<file path="config.mk">
export PLATFORM = sky130hd
export DESIGN_NAME = inst_issue_queue
export DESIGN_NICKNAME = d
export VERILOG_FILES = /design/src/rtl/isa_pkg.sv /design/src/rtl/inst_queue_mem.sv /design/src/rtl/inst_issue_queue.sv
export SDC_FILE = /design/constraint.sdc
export NUM_CORES = 1
export LEC_CHECK = 0
export CELL_PAD_IN_SITES_DETAIL_PLACEMENT = 1
export CELL_PAD_IN_SITES_GLOBAL_PLACEMENT = 1
export CORE_UTILIZATION = 49
export DETAILED_ROUTE_END_ITERATION = 16
export DONT_BUFFER_PORTS = 1
export HOLD_SLACK_MARGIN = 0.12
export PLACE_DENSITY_LB_ADDON = 0.1
export SLEW_MARGIN = 10
export SYNTH_ARGS = -nofsm -noshare
export SYNTH_HDL_FRONTEND = slang
export SYNTH_SLANG_ARGS = --single-unit
export TNS_END_PERCENT = 5
</file>
<file path="constraint.sdc">
create_clock -name clk -period 2.04 [get_ports clk]
set_clock_uncertainty 0.1 [all_clocks]
set_input_delay 0.408 -clock clk [delete_from_list [all_inputs] [get_ports clk]]
set_output_delay 0.408 -clock clk [all_outputs]
set_load 0.02 [all_outputs]
</file>
<file path="src/rtl/isa_pkg.sv">
// Shared ISA constants for the decode path: opcode encodings, instruction
// field positions and the control-flow classifier used to stall issue.
package isa_pkg;

  localparam logic [3:0] OP_NOP  = 4'b0000;
  localparam logic [3:0] OP_ADD  = 4'b0001;
  localparam logic [3:0] OP_SUB  = 4'b0010;
  localparam logic [3:0] OP_AND  = 4'b0011;
  localparam logic [3:0] OP_OR   = 4'b0100;
  localparam logic [3:0] OP_XOR  = 4'b0101;
  localparam logic [3:0] OP_SHL  = 4'b0110;
  localparam logic [3:0] OP_SHR  = 4'b0111;
  localparam logic [3:0] OP_ADDI = 4'b1000;
  localparam logic [3:0] OP_BEQZ = 4'b1001;
  localparam logic [3:0] OP_BLTZ = 4'b1010;
  localparam logic [3:0] OP_BGTZ = 4'b1011;
  localparam logic [3:0] OP_LW   = 4'b1100;
  localparam logic [3:0] OP_SW   = 4'b1101;
  localparam logic [3:0] OP_LI   = 4'b1110;
  localparam logic [3:0] OP_JMP  = 4'b1111;

  localparam int unsigned INST_W  = 16;
  localparam int unsigned OPCO_HI = 15;
  localparam int unsigned OPCO_LO = 12;
  localparam int unsigned RD_HI   = 11;
  localparam int unsigned RD_LO   = 8;
  localparam int unsigned RS_HI   = 7;
  localparam int unsigned RS_LO   = 4;
  localparam int unsigned RT_HI   = 3;
  localparam int unsigned RT_LO   = 0;
  localparam int unsigned JOFF_HI = 11;
  localparam int unsigned JOFF_LO = 10;

  // Branches and jumps redirect fetch, so issue must wait for resolution.
  function automatic logic is_ctrl_flow(input logic [3:0] opco);
    logic r;
    r = 1'b0;
    case (opco)
      OP_BEQZ, OP_BLTZ, OP_BGTZ, OP_JMP: r = 1'b1;
      default:                            r = 1'b0;
    endcase
    return r;
  endfunction

endpackage

</file>
<file path="src/rtl/inst_queue_mem.sv">
// Instruction queue storage: registered write port, combinational read port.
// Contents are not reset; validity is tracked by the owner's count.
module inst_queue_mem #(
  parameter int DEPTH = 4,
  parameter int WIDTH = 32,
  parameter int AW    = $clog2(DEPTH)
) (
  input  logic             clk,
  input  logic             i_we,
  input  logic [AW-1:0]    i_waddr,
  input  logic [WIDTH-1:0] i_wdata,
  input  logic [AW-1:0]    i_raddr,
  output logic [WIDTH-1:0] o_rdata
);

  logic [WIDTH-1:0] r_mem [DEPTH];

  // Write the accepted entry at the write pointer.
  always_ff @(posedge clk) begin
    if (i_we) r_mem[i_waddr] <= i_wdata;
  end

  // Head entry read straight out of the array.
  always_comb begin
    o_rdata = r_mem[i_raddr];
  end

endmodule

</file>
<file path="src/rtl/inst_issue_queue.sv">
// Instruction issue queue: circular FIFO between fetch and Control_Unit.
// Presents the head entry as decoded fields and stalls after any issued
// branch/jump until it is resolved or the pipeline is flushed.
module inst_issue_queue
  import isa_pkg::*;
#(
  parameter int DEPTH = 4,
  parameter int PC_W  = 16
) (
  input  logic            clk,
  input  logic            rst_n,
  input  logic [15:0]     inst_in,
  input  logic [PC_W-1:0] pc_in,
  input  logic            inst_vld_in,
  output logic            full_out,
  output logic            empty_out,
  output logic [3:0]      opco_out,
  output logic [1:0]      jmp_off_out,
  output logic [3:0]      rd_out,
  output logic [3:0]      rs_out,
  output logic [3:0]      rt_out,
  output logic [PC_W-1:0] pc_out,
  output logic            inst_vld_out,
  input  logic            issue_in,
  input  logic            resolve_in,
  input  logic            flush_in
);

  localparam int AW    = $clog2(DEPTH);
  localparam int CW    = AW + 1;
  localparam int ENT_W = INST_W + PC_W;

  localparam logic [0:0] ST_RUN  = 1'b0;
  localparam logic [0:0] ST_WAIT = 1'b1;

  localparam logic [CW-1:0] CNT_FULL = CW'(DEPTH);

  logic [AW-1:0]    r_wr_ptr;
  logic [AW-1:0]    r_rd_ptr;
  logic [CW-1:0]    r_count;
  logic [0:0]       r_state;

  logic             w_push;
  logic             w_pop;
  logic             w_vld;
  logic [ENT_W-1:0] w_head;
  logic [15:0]      w_inst;

  inst_queue_mem #(
    .DEPTH (DEPTH),
    .WIDTH (ENT_W),
    .AW    (AW)
  ) u_mem (
    .clk     (clk),
    .i_we    (w_push),
    .i_waddr (r_wr_ptr),
    .i_wdata ({pc_in, inst_in}),
    .i_raddr (r_rd_ptr),
    .o_rdata (w_head)
  );

  // Handshake qualifiers; a flush cancels the storage write as well.
  always_comb begin
    full_out  = (r_count == CNT_FULL);
    empty_out = (r_count == '0);
    w_vld     = !empty_out && (r_state == ST_RUN);
    w_push    = inst_vld_in && !full_out && !flush_in;
    w_pop     = w_vld && issue_in;
    w_inst    = w_head[INST_W-1:0];
  end

  // Head fields are zeroed when not presented so Control_Unit sees a NOP.
  always_comb begin
    inst_vld_out = w_vld;
    opco_out     = '0;
    jmp_off_out  = '0;
    rd_out       = '0;
    rs_out       = '0;
    rt_out       = '0;
    pc_out       = '0;
    if (w_vld) begin
      opco_out    = w_inst[OPCO_HI:OPCO_LO];
      jmp_off_out = w_inst[JOFF_HI:JOFF_LO];
      rd_out      = w_inst[RD_HI:RD_LO];
      rs_out      = w_inst[RS_HI:RS_LO];
      rt_out      = w_inst[RT_HI:RT_LO];
      pc_out      = w_head[ENT_W-1:INST_W];
    end
  end

  // Pointers, occupancy and the issue-stall state machine.
  always_ff @(posedge clk) begin
    if (!rst_n) begin
      r_wr_ptr <= '0;
      r_rd_ptr <= '0;
      r_count  <= '0;
      r_state  <= ST_RUN;
    end else if (flush_in) begin
      r_wr_ptr <= '0;
      r_rd_ptr <= '0;
      r_count  <= '0;
      r_state  <= ST_RUN;
    end else begin
      if (w_push) r_wr_ptr <= r_wr_ptr + 1'b1;
      if (w_pop)  r_rd_ptr <= r_rd_ptr + 1'b1;
      case ({w_push, w_pop})
        2'b10:   r_count <= r_count + 1'b1;
        2'b01:   r_count <= r_count - 1'b1;
        default: r_count <= r_count;
      endcase
      if (r_state == ST_RUN) begin
        if (w_pop && is_ctrl_flow(w_inst[OPCO_HI:OPCO_LO])) r_state <= ST_WAIT;
      end else if (resolve_in) begin
        r_state <= ST_RUN;
      end
    end
  end

endmodule

</file>
* Yosys cells after proc, flatten, opt, wreduce, memory -nomap -nowiden
Memories as Yosys holds them, arrays and structs flattened. A register that Yosys moved wholly into a read port is not among the register bits. Index checks and enable logic that the tools add are counted.
Storage, ports and cells: word-level logic and storage cells 48, memories kept 1, output and inout bits 37, bits in read-only memories 0, register bits after elaboration 8, bits of input ports 38, latch bits 0, bits in writable memories 128
Operators by class: shift-type cells 0, equal/unequal tests 7, div/mod/pow operators 0, multiply operators 0, reduce and logical (&&, ||, !) cells 12, add/sub/neg operators 4, bitwise gates (word level) 2, order comparisons 0, multiplexer cells 18
Memories:
- u_mem.r_mem | depth 4, bits a word 32, rd ports 1, clocked after memory_dff 1, wr ports 1, line inst_queue_mem.sv:16 | logic [WIDTH-1:0] r_mem [DEPTH];
Operators with widths (count):
- $eq 4x4->1 const B | 4
- $mux 16 | 1
- $mux 4 | 4
- $mux 1 | 9
- $mux 2 | 3
- $pmux 3 s2 | 1
- $logic_and 1x1->1 | 5
- $add 2x1->2 const B | 2
- $reduce_or 4->1 | 1
- $add 3x1->3 const B | 1
- $eq 3x3->1 const B | 1
- $logic_not 1->1 | 3
- $logic_not 3->1 | 1
- $sub 3x1->3 const B | 1
- $eq 2x1->1 const B | 1
- $eq 2x2->1 const B | 1
- $not 1->1 | 2
- $reduce_bool 2->1 | 1
- $reduce_or 2->1 | 1

* Longest topological paths before layout
depth in word-level cells 9, gate-level depth with buffers 10, mapped depth without buffers 10

* By module
A second synthesis with hierarchy kept.
Unflattened totals: cells, all modules 254, area, all modules 5390.2 sq um
By module, submodules not included:
- inst_queue_mem | cells each 171, times used 1, area an instance 4689.5 sq um, sequential area each 3843.7 sq um
- inst_issue_queue | cells each 83, times used 1, area an instance 700.7 sq um, sequential area each 160.2 sq um

* Worst setup path after synthesis
No wires, ideal clock.
path kind reg-to-reg, from register r_count[2], to register r_count[2], stages on the path, launching flop included 11, required time 1.869 ns, library setup time 0.071 ns, arrival 2.445 ns, period minus slack after synthesis 2.616 ns, path slack -0.576 ns, buffers on the path 0, cells stage by stage dfxtp_1 nor3b_1 nand2b_1 nor2_1 inv_1 ha_1 inv_1 fa_1 xor2_1 or3_1 a21oi_1
On the way: longest elaborated chain between the ends 6, elaborated cells on any way between the ends 14, classes of those cells add/sub: 2; eq/ne: 3; mux: 1; reduce/logical: 8
Ends and longest elaborated chain:
- start, declared | line inst_issue_queue.sv:40 | logic [CW-1:0] r_count;
- start signal, assigned | line inst_issue_queue.sv:107 | 2'b10: r_count <= r_count + 1'b1;
- start signal, assigned | line inst_issue_queue.sv:108 | 2'b01: r_count <= r_count - 1'b1;
- start signal, assigned | line inst_issue_queue.sv:109 | default: r_count <= r_count;
- $eq 3x3->1 (*) | line inst_issue_queue.sv:64 | full_out = (r_count == CNT_FULL);
- net full_out | line inst_issue_queue.sv:15 | output logic full_out,
- $logic_not 1->1 (*) | line inst_issue_queue.sv:67 | w_push = inst_vld_in && !full_out && !flush_in;
- $logic_and 1x1->1 (*) (2 in series) | line inst_issue_queue.sv:67
- $eq 2x1->1 or $eq 2x2->1 (tied branches) | line inst_issue_queue.sv:106 | case ({w_push, w_pop})
- $pmux 3 s2 or $reduce_bool 2->1 (tied branches)
The timed path passes the listed nets; every way through them passes the cells marked *. A chain may end at the register's enable or synchronous reset.

==> results.sh <==
export IMPL_outcome="finished with violations"
export IMPL_violations="setup timing"
export IMPL_worst_pin_slew_ns=0.455
export IMPL_final_setup_viol_count=36
export IMPL_clock_path_buffers=2
export IMPL_switching_share=0.207
export IMPL_drt_iter0_markers=116
export IMPL_hp_start="inst_vld_in"
export IMPL_cts_root_buf="clkbuf_8"
export IMPL_dieHeight_um=107
export IMPL_slowest_delay_ns=0.47
export IMPL_grt_pass1_wl_mm=15.8
export IMPL_vias_per_cell=5.43
export IMPL_cap_viol_max_count=0
export IMPL_cts_sinks=138
export IMPL_drc=0
export IMPL_power_density_nw_per_um2=919
export IMPL_synthDistinctLibCells=24
export IMPL_yosysWarnings=0
export IMPL_syn_nets=307
export IMPL_ant_nets=0
export IMPL_required_ns=1.53
export IMPL_h_tree_depth=4
export IMPL_wl_mm=10.5
export IMPL_synth_seq_area_share=0.753
export IMPL_seq_power_share=0.495
export IMPL_post_synth_inst_count=263
export IMPL_antenna_found_initial=0
export IMPL_io_buffer_count=0
export IMPL_initial_utilization=0.514
export IMPL_syn2layout_area_growth_pct=29.1
export IMPL_cts_buffers=17
export IMPL_fmax_mhz=418
export IMPL_slew_headroom=0.697
export IMPL_r2r_start="r_count[2]"
export IMPL_setup_ws_ns=-0.353
export IMPL_synth_flop_cell="edfxtp_1"
export IMPL_ys_seq_elements=138
export IMPL_synth_edf_count=128
export IMPL_wire_per_inst_um=21.5
export IMPL_pwr_share_comb=0.057
export IMPL_antenna_cells=0
export IMPL_track_usage=0.200
export IMPL_grt_pass1_vias=2886
export IMPL_critical_path_top_delay_family="multiplexers"
export IMPL_worstReg2RegEnd="r_count[2]"
export IMPL_holdPathStages=4
export IMPL_die_width_um=107
export IMPL_drive_gt1_frac=0.418
export IMPL_async_reset_ff_frac=0
export IMPL_timing_final_max_slew_violations=0
export IMPL_cp_data_arrival_time_ns=1.89
export IMPL_r2r_slack_ns=-0.08
export IMPL_crit_chain="buf_12 -> buf_4 -> mux4_2 -> and2_1"
export IMPL_yosys_top_cells_area="edfxtp_1, mux4_2, and2_1, dfxtp_1, ha_1"
export IMPL_fp_coreArea_um2=10500
export IMPL_ir_drop_mv=0.585
export IMPL_yosys_area_top_type_share=0.715
export IMPL_ys_top_cells_by_count="edfxtp_1, and2_1, mux4_2, nor2_1, dfxtp_1"
export IMPL_final_nets=381
export IMPL_min_to="r_wr_ptr[1]"
export IMPL_start_kind="flop"
export IMPL_path_class="flop to output pin"
export IMPL_dr_pass1_iters=4
export IMPL_internal_power_w=0.00505
export IMPL_globalplace_congestion=0.737
export IMPL_placement_rows=37
export IMPL_synth_top_area_cell="edfxtp_1"
export IMPL_hold_path_class="input port to flop"
export IMPL_critPathSlowestCell="mux4_2"
export IMPL_fin_cells=485
export IMPL_clockPowerShare=0.448
export IMPL_grt_overflow=0
export IMPL_path_clk_slew_ns=0.06
export IMPL_fin_util=0.663
export IMPL_power_switching_w=0.00132
export IMPL_syn_area_per_cell_um2=20.4
export IMPL_cts_tree="done"
export IMPL_clock_latency_ns=0.51
export IMPL_finalHoldViolations=0
export IMPL_die_area_um2=11400
export IMPL_dp_hpwl_mm=6.10
export IMPL_dp_cells=410
export IMPL_critPathCaptureType="output pin"
export IMPL_cp_max_fo=6
export IMPL_io_pins=75
export IMPL_synth_area_um2=5370
export IMPL_p_leak_nw=2.30
export IMPL_grt_max_degree=33
export IMPL_critPathBufInv=2
export IMPL_fin_crit_ns=2.39
export IMPL_via_count=2632
export IMPL_fin_crit_sh=1.17
export IMPL_grt_setup_unrepaired="true"
export IMPL_synthMostInstantiatedCell="edfxtp_1"
export IMPL_r2r_cells=10
[layer usage]
metal / up-vias / share of wire / track usage
met5: - / 0 / 0
met4: 0 / 0.010 / 0.0675
met3: 12 / 0.031 / 0.0517
met2: 60 / 0.54 / 0.341
met1: 1384 / 0.42 / 0.249
li1: 1176 / - / -
[worst reg2reg max path, stage by stage, from the launching register on]
cell	delay, ns
dfxtp_4	0.37
nor3b_4	0.19
nand2b_4	0.16
nor2_2	0.04
inv_1	0.06
ha_2	0.18
inv_2	0.04
fa_2	0.32
xor2_1	0.15
or3_1	0.31
a21oi_1	0.12
[area by class of cell]
type	count	area, um2
fill	863	3530
sequential	138	4060
tap	136	170
clock buffer	17	414
clock inverter	14	146
timing repair buffer	68	776
inverter	7	26.3
multi-input combinational	105	1340
[power by group through the flow]
stage	Combinational [W]	Clock (W)	Sequential, W
6_report	0.000363	0.00285	0.00316
5_1_grt	0.000390	0.00303	0.00316
4_1_cts	0.000342	0.00292	0.00316
3_5_place_dp	0.000237	0	0.00322
3_3_place_gp	0.000234	0	0.00321
2_1_floorplan	0.000164	0	0.00321
[what timing repair did]
item | CTS | global route
cloned | 0 | 1
setup buffers | 5 | 5
setup endpoints to repair | 36 | 37
gates resized for setup | 54 | 12
pin swaps | 6 | 14
hold buffers | 33 | 0
endpoints found under the hold margin | 129 | 0
[cells by family after synthesis]
family	after synthesis	share of synthesized area
fa+ha+maj	7	0.0175
mux	33	0.136
compound gates	4	0.00442
xor+xnor	5	0.00815
flops	138	0.753
buf+inv	20	0.0203
simple gates	56	0.0610
[worst max path at each step]
stage	end	slack [ns]	depth (start not counted)
after floorplan	r_count[2]	-0.17	10
after global placement	pc_out[9]	-0.002	5
after detailed placement	r_count[2]	-0.04	10
after CTS	pc_out[3]	-0.40	4
after global routing	pc_out[3]	-0.42	4
final	pc_out[15]	-0.35	4
[stage by stage]
step	setup TNS (ns)	area [um2]	hold WS (ns)	total power [W]	worst slack, ns
5_1_grt	-13.01	6930	0.150	0.00658	-0.421
4_1_cts	-11.71	6830	0.132	0.00642	-0.402
6_report	-10.23	6930	0.168	0.00637	-0.353
2_1_floorplan	-4.58	5410	0.374	0.00338	-0.170
3_3_place_gp	-0.00237	5810	0.387	0.00345	-0.00237
3_5_place_dp	-0.181	5810	0.400	0.00345	-0.0419
[placed cells by master, fill, tap and decap left out, types with 3 or more instances in the layout]
| cell | count |
|---|---|
| xnor2_1 | 3 |
| inv_1 | 5 |
| inv_6 | 3 |
| dlygate4sd3_1 | 33 |
| buf_4 | 18 |
| nor2_1 | 8 |
| clkinvlp_4 | 5 |
| and2_4 | 27 |
| and2_2 | 4 |
| dfxtp_4 | 3 |
| edfxtp_1 | 128 |
| buf_6 | 4 |
| dfxtp_1 | 5 |
| mux4_2 | 32 |
| ha_1 | 4 |
| buf_12 | 12 |
| clkbuf_16 | 17 |
| and2_1 | 4 |
[sequential cells by signal, summed over array words and instances, names as in the netlist, named ones only]
signal,count
r_count,3
r_rd_ptr,2
r_state,1
r_wr_ptr,2
u_mem.r_mem,128
Power figures use the tool's default switching activity.
